**src/rtl/store_data_aligner.sv**
```systemverilog
// store_data_aligner: narrows a 32-bit store operand to byte, half or word size.
// It lane-aligns the data with byte enables and drives a word-aligned write port.
// A store that crosses a word boundary is issued as two aligned beats.
// Optional feature macro: STORE_MISALIGN_TRAP_EN. When it is defined, a
// misaligned half or word store issues no beat. Instead the block pulses
// misalign_err_o and done_o for one cycle.
module store_data_aligner #(
    parameter int ADDR_W = 32
) (
    input  logic              clk_i,
    input  logic              reset_i,
    input  logic              req_valid_i,
    output logic              req_ready_o,
    input  logic [ADDR_W-1:0] req_addr_i,
    input  logic [31:0]       req_data_i,
    input  logic [1:0]        req_size_i,
    output logic              mem_valid_o,
    input  logic              mem_ready_i,
    output logic [ADDR_W-1:0] mem_addr_o,
    output logic [31:0]       mem_wdata_o,
    output logic [3:0]        mem_be_o,
    output logic              done_o,
    output logic              misalign_err_o
);

    typedef enum logic [1:0] {IDLE, BEAT0, BEAT1} state_t;

    state_t            state_q, state_d;
    logic [ADDR_W-1:0] addr_q, addr_d;
    logic [31:0]       wdata_q, wdata_d;
    logic [3:0]        be_q, be_d;
    logic [31:0]       hi_data_q, hi_data_d;
    logic [3:0]        hi_be_q, hi_be_d;
    logic              done_q, done_d;
    logic              err_q, err_d;

    logic [1:0]        off;
    logic [3:0]        mask;
    logic [31:0]       sized;
    logic [7:0]        wide_be;
    logic [63:0]       wide_data;
`ifdef STORE_MISALIGN_TRAP_EN
    logic              misalign;
`endif

    // Size the operand and spread it across an 8-lane (two word) window.
    always_comb begin
        off = req_addr_i[1:0];
        case (req_size_i)
            2'b00: begin
                mask  = 4'h1;
                sized = {24'd0, req_data_i[7:0]};
            end
            2'b01: begin
                mask  = 4'h3;
                sized = {16'd0, req_data_i[15:0]};
            end
            default: begin
                mask  = 4'hF;
                sized = req_data_i;
            end
        endcase
        wide_be   = {4'd0, mask} << off;
        wide_data = {32'd0, sized} << {off, 3'b000};
`ifdef STORE_MISALIGN_TRAP_EN
        misalign  = ((req_size_i == 2'b01) && off[0]) || (req_size_i[1] && (off != 2'b00));
`endif
    end

    // Next-state logic. Both beats are captured at accept, so the request can change freely after that.
    always_comb begin
        state_d   = state_q;
        addr_d    = addr_q;
        wdata_d   = wdata_q;
        be_d      = be_q;
        hi_data_d = hi_data_q;
        hi_be_d   = hi_be_q;
        done_d    = 1'b0;
        err_d     = 1'b0;
        case (state_q)
            IDLE: begin
                if (req_valid_i) begin
`ifdef STORE_MISALIGN_TRAP_EN
                    if (misalign) begin
                        done_d = 1'b1;
                        err_d  = 1'b1;
                    end else
`endif
                    begin
                        state_d   = BEAT0;
                        addr_d    = {req_addr_i[ADDR_W-1:2], 2'b00};
                        wdata_d   = wide_data[31:0];
                        be_d      = wide_be[3:0];
                        hi_data_d = wide_data[63:32];
                        hi_be_d   = wide_be[7:4];
                    end
                end
            end
            BEAT0: begin
                if (mem_ready_i) begin
                    if (hi_be_q != 4'd0) begin
                        state_d = BEAT1;
                        addr_d  = addr_q + ADDR_W'(4);
                        wdata_d = hi_data_q;
                        be_d    = hi_be_q;
                    end else begin
                        state_d = IDLE;
                        done_d  = 1'b1;
                    end
                end
            end
            BEAT1: begin
                if (mem_ready_i) begin
                    state_d = IDLE;
                    done_d  = 1'b1;
                end
            end
            default: state_d = IDLE;
        endcase
    end

    // State and beat registers. Reset drops any pending beat without signalling done.
    always_ff @(posedge clk_i) begin
        if (reset_i) begin
            state_q   <= IDLE;
            addr_q    <= '0;
            wdata_q   <= '0;
            be_q      <= '0;
            hi_data_q <= '0;
            hi_be_q   <= '0;
            done_q    <= 1'b0;
            err_q     <= 1'b0;
        end else begin
            state_q   <= state_d;
            addr_q    <= addr_d;
            wdata_q   <= wdata_d;
            be_q      <= be_d;
            hi_data_q <= hi_data_d;
            hi_be_q   <= hi_be_d;
            done_q    <= done_d;
            err_q     <= err_d;
        end
    end

    assign req_ready_o    = (state_q == IDLE);
    assign mem_valid_o    = (state_q != IDLE);
    assign mem_addr_o     = addr_q;
    assign mem_wdata_o    = wdata_q;
    assign mem_be_o       = mem_valid_o ? be_q : 4'd0;
    assign done_o         = done_q;
    assign misalign_err_o = err_q;

endmodule

```
**config.mk**
```make
export PLATFORM = sky130hd
export DESIGN_NAME = store_data_aligner
export DESIGN_NICKNAME = d
export VERILOG_FILES = /design/src/rtl/store_data_aligner.sv
export SDC_FILE = /design/constraint.sdc
export NUM_CORES = 1
export LEC_CHECK = 0
export CORE_MARGIN = 4
export CORE_UTILIZATION = 49
export DETAILED_ROUTE_END_ITERATION = 7
export GPL_TIMING_DRIVEN = 0
export PLACE_DENSITY = 0.81
export SYNTH_ARGS = -nofsm -noshare
export SYNTH_HDL_FRONTEND = slang
export SYNTH_SLANG_ARGS = --single-unit
```
**constraint.sdc**
```tcl
create_clock -name clk_i -period 2.2 [get_ports clk_i]
set_input_delay 0.44 -clock clk_i [delete_from_list [all_inputs] [get_ports clk_i]]
set_output_delay 0.44 -clock clk_i [all_outputs]
set_load 0.02 [all_outputs]
```
==> results.ini <==
[power]
p_total_w = 0.005406
power_density_mw_per_mm2 = 767.4
leakage_nw = 2.609
peakVddDrop_v = 0.0004323

[cts]
clockBufferDepth = 2
numCtsBuffers = 9
ctsRootBufferMaster = clkbuf_8
path_clk_slew_ns = 0.11
holdBufCountCts = 0
cts_tree = built
cts.sinks = 96
clock_latency_ns = 0.38
h-tree-depth = 3

[finish]
stdcell_count = 961
multi_input_comb_area_mm2 = 0.002970
layout.nets = 897
drive_gt1_share_pct = 11.23
register_area_mm2 = 0.001933
area_growth_pct = 38.02
insertedDiodeCount = 0
n_fill_cell = 835

[timing]
worst_pin_slew_ns = 0.7202
relSlewSlack_pct = 51.72
timing.final.crit_share_pct = 97.52
fin_hold_ws_ns = 0.4585
drv_slew = 0
max_freq_ghz = 0.4661
fin_skew_ns = 0.01564
hold_violations = 0
setup_viol = 0
min_period_ns = 2.145

[grt]
grt_pass1_wl_mm = 29.90
grt_use_total_pct = 32.05
antenna_found_initial = 0
grt_max_degree = 17
grt_pass1_vias = 5775
overflow = 0

[floorplanning]
die_area_mm2 = 0.01211
die_width_um = 110.1
fp-row-count = 36
core_area_mm2 = 0.009955
die_h_um = 110.1
ios = 142
initial_utilization_pct = 51.27

[setup_path]
criticalPathCategory = flip-flop to primary output
ff2ff_path_depth = 6
critPathBufInv = 3
critPathRequiredTime_ns = 1.76
cp-start-kind = flip-flop
r2r_slack_ns = 0.06
critPathCaptureType = primary output
critical_path.max_stage_delay_ns = 0.37
cp_top_family = buffers and inverters
rr_startpoint = mem_addr_o[5]$_SDFFE_PP0P_
arrival_ns = 1.71
cp_cell_sequence = inv_1 -> ha_2 -> clkbuf_8 -> nor2b_1 -> clkdlybuf4s15_2
r2r_end = mem_addr_o[31]$_SDFFE_PP0P_
critPathSlowestCell = dfxtp_1
crit_fanout = 10

[routing]
ant_nets = 0
vias = 6088
wl_per_cell_um = 20.47
remaining_drc_errors = 0
vias_per_cell = 6.335
drt-initial-drc-count = 593
drt-pass1-iter-count = 6
wirelength_mm = 19.67

[worst_hold_path]
hold_start = be_q[2]$_SDFFE_PP0P_
holdPathStages = 2
hp-class = flip-flop to flip-flop
min_delay_worst_endpoint = be_q[2]$_SDFFE_PP0P_

[flow_run]
cap_viol_max_count = 0

[yosys]
ys_async_sr_fraction_pct = 0
synth-main-ff-cell = dfxtp_1
syn_avg_cell_area_um2 = 7.629
synth.cell_area_mm2 = 0.005104
synth_edf_count = 0
ys_seq_area_share_pct = 37.66
ys.warnings.count = 0
post_synth_inst_count = 669
synth.distinct_cells = 60
synth_seq_cells = 96

[placed_design]
dp_cells = 941
routabilityCongestion = 1.009
hpwl_mm = 14.68
port_buffers = 137

[status]
status = complete, no violations

stage by stage:
stage / setup WS [ns] / TNS [ns] / utilization [%] / cell area [um2]
global route: -0.03113 / -0.05502 / 70.76 / 7044
detailed placement: -0.8298 / -45.91 / 66.79 / 6649
CTS: 0.004654 / 0 / 69.70 / 6938
floorplan: 0.04353 / 0 / - / 5111
global placement: -0.7391 / -42.61 / 66.79 / 6649
finish: 0.05465 / 0 / 70.76 / 7044
logic make-up after synthesis:
kind of cell               Yosys count  synth area share, %
adders and majority gates            4               0.9807
AOI/OAI and AO/OA                  208                27.87
and+or+nand+nor                    270                24.64
buffers and inverters               77                5.982
DFF                                 96                37.66
other                                1              0.07348
muxes                               13                2.795
metal layers:
layer	wire length, um	global-route usage, %	up-vias	share of wire (%)
li1	-	-	2758	-
met1	7597	39.25	2848	39
met2	9318	54.51	412	47
met3	1924	4.776	70	9.8
met4	829	16.30	0	4.2
met5	0	0	-	0
worst min-delay path, cell delays in order (launching register included):
cell	delay, ns
dfxtp_1	0.32
nand2_1	0.05
a21oi_1	0.05
where the power goes:
group	leakage [nW]	switching [W]	internal (W)
Combinational	1.73	0.00117	0.000871
Clock	0.0929	0.000666	0.000530
Sequential	0.790	0.000214	0.00196
state kept, by name, summed over array words and instances (netlist names):
name and count:
done_o 1, mem_addr_o 30, state_q 2, mem_wdata_o 32, be_q 4, hi_data_q 24
hi_be_q 3
cell usage after synthesis (2+ instances only):
| cell | count | share of area (%) |
|---|---|---|
| dfxtp_1 | 96 | 38 |
| nor2_1 | 85 | 6.3 |
| nand2_1 | 79 | 5.8 |
| clkbuf_1 | 48 | 3.5 |
| a21oi_1 | 46 | 4.5 |
| o21ai_0 | 41 | 4.0 |
| nor3_1 | 40 | 3.9 |
| a221oi_1 | 27 | 4.6 |
| a22oi_1 | 18 | 2.6 |
| a32oi_1 | 17 | 2.9 |
| inv_1 | 17 | 1.3 |
| nand3_1 | 15 | 1.5 |
| mux2_2 | 10 | 2.2 |
| o211ai_1 | 9 | 1.3 |
| a22o_1 | 8 | 1.4 |
| a31oi_1 | 7 | 0.86 |
| nand4_1 | 7 | 0.86 |
| and3_1 | 6 | 0.74 |
| nor2b_1 | 6 | 0.74 |
| a21o_1 | 5 | 0.74 |
| buf_1 | 5 | 0.37 |
| nor4_1 | 5 | 0.61 |
| o21a_1 | 5 | 0.74 |
| or3_1 | 5 | 0.61 |
| buf_2 | 4 | 0.39 |
| ha_1 | 4 | 0.98 |
| or4_1 | 4 | 0.59 |
| a211oi_1 | 3 | 0.44 |
| a311oi_1 | 3 | 0.51 |
| buf_4 | 3 | 0.44 |
| mux2i_1 | 3 | 0.59 |
| nand2b_1 | 3 | 0.37 |
| a211o_1 | 2 | 0.34 |
| and4_1 | 2 | 0.34 |
| nand3b_1 | 2 | 0.29 |
| o21ai_1 | 2 | 0.20 |
| o31ai_1 | 2 | 0.29 |
| o41ai_1 | 2 | 0.34 |
| or2_2 | 2 | 0.25 |
how the worst max path moves through the flow:
stage                                from                     endpoint  cells after the start
6_report          state_q[1]$_SDFFE_PP0P_                  mem_be_o[2]                      5
5_1_grt           state_q[1]$_SDFFE_PP0P_  mem_addr_o[13]$_SDFFE_PP0P_                      9
4_1_cts           state_q[0]$_SDFFE_PP0P_                  mem_valid_o                      5
3_5_place_dp                  req_valid_i  mem_wdata_o[9]$_SDFFE_PP0P_                      7
3_3_place_gp                  req_valid_i  mem_wdata_o[9]$_SDFFE_PP0P_                      7
2_1_floorplan  mem_addr_o[3]$_SDFFE_PP0P_  mem_addr_o[24]$_SDFFE_PP0P_                      7
cell usage in the layout (no fill, tap or decap), types with 14 or more instances in the layout:
master	n
a21oi_1	46
a221oi_1	26
a22oi_1	18
a32oi_1	17
buf_4	14
clkbuf_1	23
clkbuf_2	17
clkdlybuf4s50_1	131
dfxtp_1	89
inv_1	17
nand2_1	79
nand3_1	15
nor2_1	83
nor3_1	39
o21ai_0	40
area by class of cell:
class	instances	share of cell area, %
multi-input cells	498	42.17
flip-flops and latches	96	27.44
repair buffers	145	20.23
plain buffers	56	4.121
well taps	133	2.362
clock buffers	10	1.812
clock inverters	6	0.9591
inverters	17	0.9059
repair_timing:
item,in CTS,in global routing
endpoints found under the hold margin,0,0
resized for setup,43,50
setup endpoints to repair,88,90
pin swaps,2,3
buffers inserted,4,4
Note: power is estimated with default switching activity, not from simulation.
